<file path="config.mk">
export PLATFORM = sky130hd
export DESIGN_NAME = dac_spi_tx
export DESIGN_NICKNAME = d
export VERILOG_FILES = /design/src/rtl/dac_spi_pkg.sv /design/src/rtl/dac_spi_tx_phase_tick.sv /design/src/rtl/dac_spi_tx.sv
export SDC_FILE = /design/constraint.sdc
export NUM_CORES = 1
export LEC_CHECK = 0
export ABC_AREA = 1
export CORE_MARGIN = 8
export CORE_UTILIZATION = 50
export CTS_CLUSTER_DIAMETER = 150
export DETAILED_ROUTE_END_ITERATION = 7
export HOLD_SLACK_MARGIN = 0.05
export MAX_ROUTING_LAYER = met4
export PLACE_DENSITY = 0.83
export SLEW_MARGIN = 20
export SYNTH_ARGS = -nofsm -noshare
export SYNTH_HDL_FRONTEND = slang
export SYNTH_SLANG_ARGS = --single-unit
</file>
<file path="constraint.sdc">
create_clock -name sysclk -period 1.4 [get_ports sysclk]
set_clock_uncertainty 0.1 [all_clocks]
set_input_delay 0.35 -clock sysclk [delete_from_list [all_inputs] [get_ports sysclk]]
set_output_delay 0.35 -clock sysclk [all_outputs]
set_load 0.03 [all_outputs]
</file>
<file path="src/rtl/dac_spi_pkg.sv">
// Shared definitions for the MCP4911-style DAC serialiser: frame layout,
// FSM state encoding and counter widths.
package dac_spi_pkg;

  localparam int FRAME_BITS = 16;

  // Frame layout: {cfg[15:12], sample[11:2], don't-care[1:0]}
  localparam int CFG_MSB  = 15;
  localparam int CFG_LSB  = 12;
  localparam int DATA_MSB = 11;
  localparam int DATA_LSB = 2;

  localparam int PHASE_W = 8;  // phase counter, holds 0..CLK_DIV-1
  localparam int BIT_W   = 4;  // bit counter, 15 down to 0

  typedef enum logic [2:0] {
    IDLE    = 3'd0,
    SHIFT   = 3'd1,
    CS_HOLD = 3'd2,
    CS_HIGH = 3'd3,
    LDAC    = 3'd4
  } state_t;

  // Assemble one write frame from the config nibble and a 10-bit sample.
  function automatic logic [FRAME_BITS-1:0] build_frame(input logic [3:0] cfg,
                                                        input logic [9:0] sample);
    return {cfg, sample, 2'b00};
  endfunction

endpackage

</file>
<file path="src/rtl/dac_spi_tx_phase_tick.sv">
// spi_phase_tick: counts 0..CLK_DIV-1 and flags the last cycle of each
// phase. Held at zero while clr is high so the first phase after leaving
// IDLE is full length. last_next predicts that the following cycle will be
// a phase-end cycle, which lets the owner register one-cycle pulses.
module spi_phase_tick
  import dac_spi_pkg::*;
#(
  parameter int CLK_DIV = 2
) (
  input  logic clk,
  input  logic rst_n,
  input  logic clr,
  output logic tick,
  output logic last_next
);

  localparam logic [PHASE_W-1:0] LAST     = PHASE_W'(CLK_DIV - 1);
  localparam logic [PHASE_W-1:0] PRE_LAST = PHASE_W'(CLK_DIV - 2);
  localparam logic               DIV_ONE  = (CLK_DIV == 1);

  logic [PHASE_W-1:0] cnt_q;

  assign tick      = (cnt_q == LAST);
  assign last_next = tick ? DIV_ONE : (cnt_q == PRE_LAST);

  // Free-running phase counter, wrapping on the phase-end tick.
  always_ff @(posedge clk or negedge rst_n) begin
    if (!rst_n) begin
      cnt_q <= '0;
    end else if (clr || tick) begin
      cnt_q <= '0;
    end else begin
      cnt_q <= cnt_q + 1'b1;
    end
  end

endmodule

</file>
<file path="src/rtl/dac_spi_tx.sv">
// dac_spi_tx: serialises each 10-bit offset-binary sample as a 16-bit SPI
// (mode 0) write frame to an MCP4911-style DAC, then pulses LDAC.
// Optional macro DAC_SPI_HOLD_EN adds a one-deep hold register so a sample
// arriving mid-frame is sent back-to-back instead of being dropped.
module dac_spi_tx
  import dac_spi_pkg::*;
#(
  parameter int          CLK_DIV  = 2,
  parameter logic [3:0]  CFG_BITS = 4'b0011
) (
  input  logic       sysclk,
  input  logic       rst_n,
  input  logic [9:0] data_in,
  input  logic       load,
  output logic       busy,
  output logic       done,
  output logic       overrun,
  output logic       dac_cs_n,
  output logic       dac_sck,
  output logic       dac_sdi,
  output logic       dac_ld_n
);

  state_t                  state_q;
  logic [FRAME_BITS-1:0]   sreg_q;
  logic [BIT_W-1:0]        bit_cnt_q;
  logic                    busy_q, done_q, overrun_q;
  logic                    cs_n_q, sck_q, ld_n_q;

  logic                    tick, last_next;
  logic                    frame_end;
  logic                    start_d;
  logic [9:0]              start_sample_d;
  logic [FRAME_BITS-1:0]   start_frame_d;

`ifdef DAC_SPI_HOLD_EN
  logic       hold_valid_q;
  logic [9:0] hold_data_q;
`endif

  spi_phase_tick #(.CLK_DIV(CLK_DIV)) u_phase (
    .clk       (sysclk),
    .rst_n     (rst_n),
    .clr       (state_q == IDLE),
    .tick      (tick),
    .last_next (last_next)
  );

  assign frame_end     = (state_q == LDAC) && tick;
  assign start_frame_d = build_frame(CFG_BITS, start_sample_d);

  // Decide whether a new frame starts on this edge and with which sample.
  always_comb begin
    start_d        = 1'b0;
    start_sample_d = data_in;
    if (state_q == IDLE && load) begin
      start_d = 1'b1;
    end
`ifdef DAC_SPI_HOLD_EN
    // A held sample wins; a load landing on the done cycle goes straight out.
    if (frame_end) begin
      if (hold_valid_q) begin
        start_d        = 1'b1;
        start_sample_d = hold_data_q;
      end else if (load) begin
        start_d = 1'b1;
      end
    end
`endif
  end

  // Frame FSM with registered SPI/LDAC outputs; sdi is the shift MSB.
  always_ff @(posedge sysclk or negedge rst_n) begin
    if (!rst_n) begin
      state_q   <= IDLE;
      sreg_q    <= '0;
      bit_cnt_q <= '0;
      busy_q    <= 1'b0;
      done_q    <= 1'b0;
      cs_n_q    <= 1'b1;
      sck_q     <= 1'b0;
      ld_n_q    <= 1'b1;
    end else begin
      done_q <= 1'b0;
      if (start_d) begin
        state_q   <= SHIFT;
        sreg_q    <= start_frame_d;
        bit_cnt_q <= BIT_W'(FRAME_BITS - 1);
        busy_q    <= 1'b1;
        cs_n_q    <= 1'b0;
        sck_q     <= 1'b0;
        ld_n_q    <= 1'b1;
      end else begin
        case (state_q)
          SHIFT: if (tick) begin
            if (!sck_q) begin
              sck_q <= 1'b1;
            end else begin
              sck_q <= 1'b0;
              if (bit_cnt_q == '0) begin
                state_q <= CS_HOLD;
                sreg_q  <= '0;
              end else begin
                bit_cnt_q <= bit_cnt_q - 1'b1;
                sreg_q    <= {sreg_q[FRAME_BITS-2:0], 1'b0};
              end
            end
          end
          CS_HOLD: if (tick) begin
            state_q <= CS_HIGH;
            cs_n_q  <= 1'b1;
          end
          CS_HIGH: if (tick) begin
            state_q <= LDAC;
            ld_n_q  <= 1'b0;
            done_q  <= last_next;
          end
          LDAC: begin
            if (frame_end) begin
              state_q <= IDLE;
              busy_q  <= 1'b0;
              ld_n_q  <= 1'b1;
            end else begin
              done_q <= last_next;
            end
          end
          default: state_q <= IDLE;
        endcase
      end
    end
  end

`ifdef DAC_SPI_HOLD_EN
  // Hold register: keeps the newest mid-frame sample; flags a lost one.
  always_ff @(posedge sysclk or negedge rst_n) begin
    if (!rst_n) begin
      hold_valid_q <= 1'b0;
      hold_data_q  <= '0;
      overrun_q    <= 1'b0;
    end else begin
      overrun_q <= load && busy_q && hold_valid_q && !frame_end;
      if (load && busy_q && !(frame_end && !hold_valid_q)) begin
        hold_data_q  <= data_in;
        hold_valid_q <= 1'b1;
      end else if (frame_end) begin
        hold_valid_q <= 1'b0;
      end
    end
  end
`else
  // Any load during a frame is dropped and reported the next cycle.
  always_ff @(posedge sysclk or negedge rst_n) begin
    if (!rst_n) begin
      overrun_q <= 1'b0;
    end else begin
      overrun_q <= load && busy_q;
    end
  end
`endif

  assign busy     = busy_q;
  assign done     = done_q;
  assign overrun  = overrun_q;
  assign dac_cs_n = cs_n_q;
  assign dac_sck  = sck_q;
  assign dac_sdi  = sreg_q[FRAME_BITS-1];
  assign dac_ld_n = ld_n_q;

endmodule

</file>
==> summary.txt, run 1 <==
Worst setup path
  • Crit path DAT: 1540 ps
  • Critical path peak fanout: 9
  • Worst EP required: 1480 ps
  • FF-to-FF setup slack: -60 ps
  • CP endpoint kind: register
  • Worst Setup Path Type: reg -> reg
  • Crit-path max cell delay: 440 ps
  • Worst Setup Start Kind: register
  • Worst-path cell chain: nor2_4 -> nand3_4 -> buf_4 -> nand3_1 -> nand2_1 -> nand2_1 -> nand2_1
  • Max stage delay cell, worst path: dfrtp_2
  • CP dominant cell by count: nand2_1

Clock network
  • Total CTS buffers: 5
  • CTS tree: built
  • Clock root buffer: clkbuf_8
  • Worst-path clk slew: 70 ps
  • Bufs on Longest Clock Path: 2
  • Skew-Pair Late Insertion Delay: 290 ps
  • Sink Count: 35
  • CTS H-Tree Depth: 2

Worst hold path
  • Hold/Removal Path Class: in -> async

Timing
  • Unrepaired setup endpoints after global routing: yes
  • Crit share post-route: 1.04
  • Final setup fails: 19
  • Worst Hold Margin: 327 ps
  • Final setup margin: -55.5 ps
  • Final Critical Period: 1460 ps
  • Max-slew violations: 0
  • Max Clock Freq: 687 MHz
  • Slew HR: 0.801
  • Fin. Hold Viols: 0
  • Worst Tran Pin Value: 297 ps

Global route
  • Gr ovfl total: 0
  • First-pass GRT wire length: 7450 um
  • Initial antenna violation count: 0
  • Largest net degree at the start of global routing: 36
  • GR Util All Layers: 0.155
  • Vias in the first global route: 1754

Power and ir drop
  • Sw frac: 0.425
  • Share of power burned in registers: 0.336
  • Power Density: 1820 nW/um^2
  • Peak supply drop: 0.874 mV
  • Comb power frac: 0.521
  • Clock Power Share: 0.143
  • P_leak: 1.34 nW
  • Psw: 2.06 mW
  • Int Pwr: 2.78 mW

Final layout
  • Nets: 313
  • Layout cells sized above 1: 0.365
  • Commonest non-fill, non-tap cell in the layout: nand2_1
  • Commonest cells after routing, fill and taps aside: 86 x nand2_1, 33 x buf_4, 31 x dfrtp_1, 22 x nand3_1
  • Area grow syn2layout: 43.7%
  • Number of diodes: 0
  • Fin util: 0.736

Synthesis
  • Unique masters post-synth: 26
  • Synthesized cell area: 1850 sq um
  • Register area share after synthesis: 0.476
  • YS warnings: 0
  • Syn_nets: 258
  • Syn Inst Count: 241
  • Post-synthesis register bit count: 35
  • Syn_area_per_cell: 7.66 sq um

Floorplan
  • Die Ht: 76.8 um
  • IO Pins: 20
  • Die area: 5890 sq um
  • Starting Density: 0.512
  • FP Rows: 22
  • Core footprint: 3610 sq um
  • Die Span X: 76.8 um

Route
  • Routed Wire Length: 4700 um
  • Drt first-iter violations: 95
  • WL/cell: 13.7 um
  • Vias post-DR: 1759
  • Antenna Nets Post-Route: 0
  • Vias/cell: 5.11
  • Pre-antenna DRT Iters: 4
  • DRC violations left: 0

Placed design
  • DP HPWL: 2970 um
  • RePlAce Congestion: 0.820
  • PortBufs: 19

Job
  • Max Cap Viol: 0

Status
  • Outcome: finished, violations left
  • Failing checks: setup timing
-- critical path: cells and delay by family, from the launching register on --
family        cells  cell delay, ps
buf+inv           1             220
flops             1             440
simple gates      6             590
-- through the flow --
step                cells  setup WS, ps  setup TNS (ps)  power, mW  instance area, sq um
detailed placement    330          -329           -6620       3.63                  2280
floorplan             241         -22.0            -224       2.94                  1870
CTS                   339         -56.3            -795       4.56                  2500
finish                344         -55.5            -564       4.84                  2650
global route          344          -135           -2830       5.21                  2650
global placement      330          -294           -6030       3.55                  2280
-- metal layers --
layer  GRT usage  share of wire
met5           -              0
met4      0.0404         0.0070
met3      0.0455          0.037
met2       0.268           0.52
met1       0.171           0.43
-- cell type report --
| cell class | count | area, sq um |
|---|---|---|
| inverters | 21 | 81.3 |
| clock buffers | 7 | 76.3 |
| multi-input cells | 178 | 1060 |
| well taps | 48 | 60.1 |
| flip-flops and latches | 35 | 881 |
| fillers | 263 | 953 |
| repair buffers | 55 | 489 |
-- logic make-up (layout without fill, tap and decap cells) --
family,after synthesis,count (layout),share of synthesized area
compound gates,6,6,0.0203
xor+xnor,1,1,0.00475
fa+ha+maj,4,4,0.0271
buf+inv,28,83,0.0692
flops,35,35,0.476
simple gates,167,167,0.403
-- registers in the layout, summed over array words and instances (netlist names) --
name           flops
done               1
u_phase.cnt_q      8
overrun            1
dac_cs_n           1
bit_cnt_q          4
dac_ld_n           1
state_q            3
busy               1
dac_sck            1
sreg_q            14
-- power groups by stage --
stage	Combinational (mW)	Clock [mW]	Sequential [mW]
floorplan	1.27	0	1.68
global placement	1.98	0	1.57
detailed placement	2.04	0	1.58
CTS	2.26	0.694	1.61
global route	2.80	0.763	1.65
finish	2.52	0.690	1.63
-- final timing paths --
check | cells past startpoint | startpoint | to
worst min-delay path | 2 | rst_n | sreg_q[3]$_DFFE_PN0P_
worst max-delay path | 7 | state_q[0]$_DFFE_PN0P_ | sreg_q[3]$_DFFE_PN0P_
worst max register to register | 7 | state_q[0]$_DFFE_PN0P_ | sreg_q[3]$_DFFE_PN0P_
worst min register to register | 2 | dac_ld_n$_DFFE_PN1P_ | dac_ld_n$_DFFE_PN1P_
min in group sysclk | 2 | dac_ld_n$_DFFE_PN1P_ | dac_ld_n$_DFFE_PN1P_
max in group asynchronous | 2 | rst_n | dac_ld_n$_DFFE_PN1P_
-- cells in the mapped netlist --
| master | n | area share |
|---|---|---|
| a21oi_1 | 2 | 0.0054 |
| buf_2 | 3 | 0.0081 |
| buf_4 | 1 | 0.0041 |
| buf_6 | 2 | 0.012 |
| clkbuf_1 | 1 | 0.0020 |
| dfrtp_1 | 33 | 0.45 |
| dfstp_2 | 2 | 0.028 |
| ha_1 | 4 | 0.027 |
| inv_1 | 16 | 0.033 |
| inv_2 | 5 | 0.010 |
| nand2_1 | 94 | 0.19 |
| nand2_2 | 1 | 0.0034 |
| nand3_1 | 37 | 0.10 |
| nand3_2 | 2 | 0.011 |
| nand3_4 | 1 | 0.0095 |
| nand4_1 | 2 | 0.0068 |
| nor2_1 | 20 | 0.041 |
| nor2_2 | 1 | 0.0034 |
| nor2_4 | 1 | 0.0061 |
| nor3_1 | 4 | 0.011 |
| nor3_4 | 1 | 0.0088 |
| nor3b_1 | 1 | 0.0041 |
| o21ai_0 | 3 | 0.0081 |
| o31ai_2 | 1 | 0.0068 |
| or2_2 | 2 | 0.0068 |
| xor2_1 | 1 | 0.0047 |
-- repair_timing --
action                                  CTS  global route
gates resized for setup                  33            29
endpoints found under the setup margin   36            37
hold buffers                              0             0
setup buffers                             2             5
pin swaps                                12            14
gates cloned                              0             0
(Power assumes the default switching activity.)
==> inputs of run 2 (changes only) <==
- CTS_CLUSTER_DIAMETER: 150 -> 50
==> results of run 2 <==
No change in the layout: final DEF, timing and power equal those of run 1.
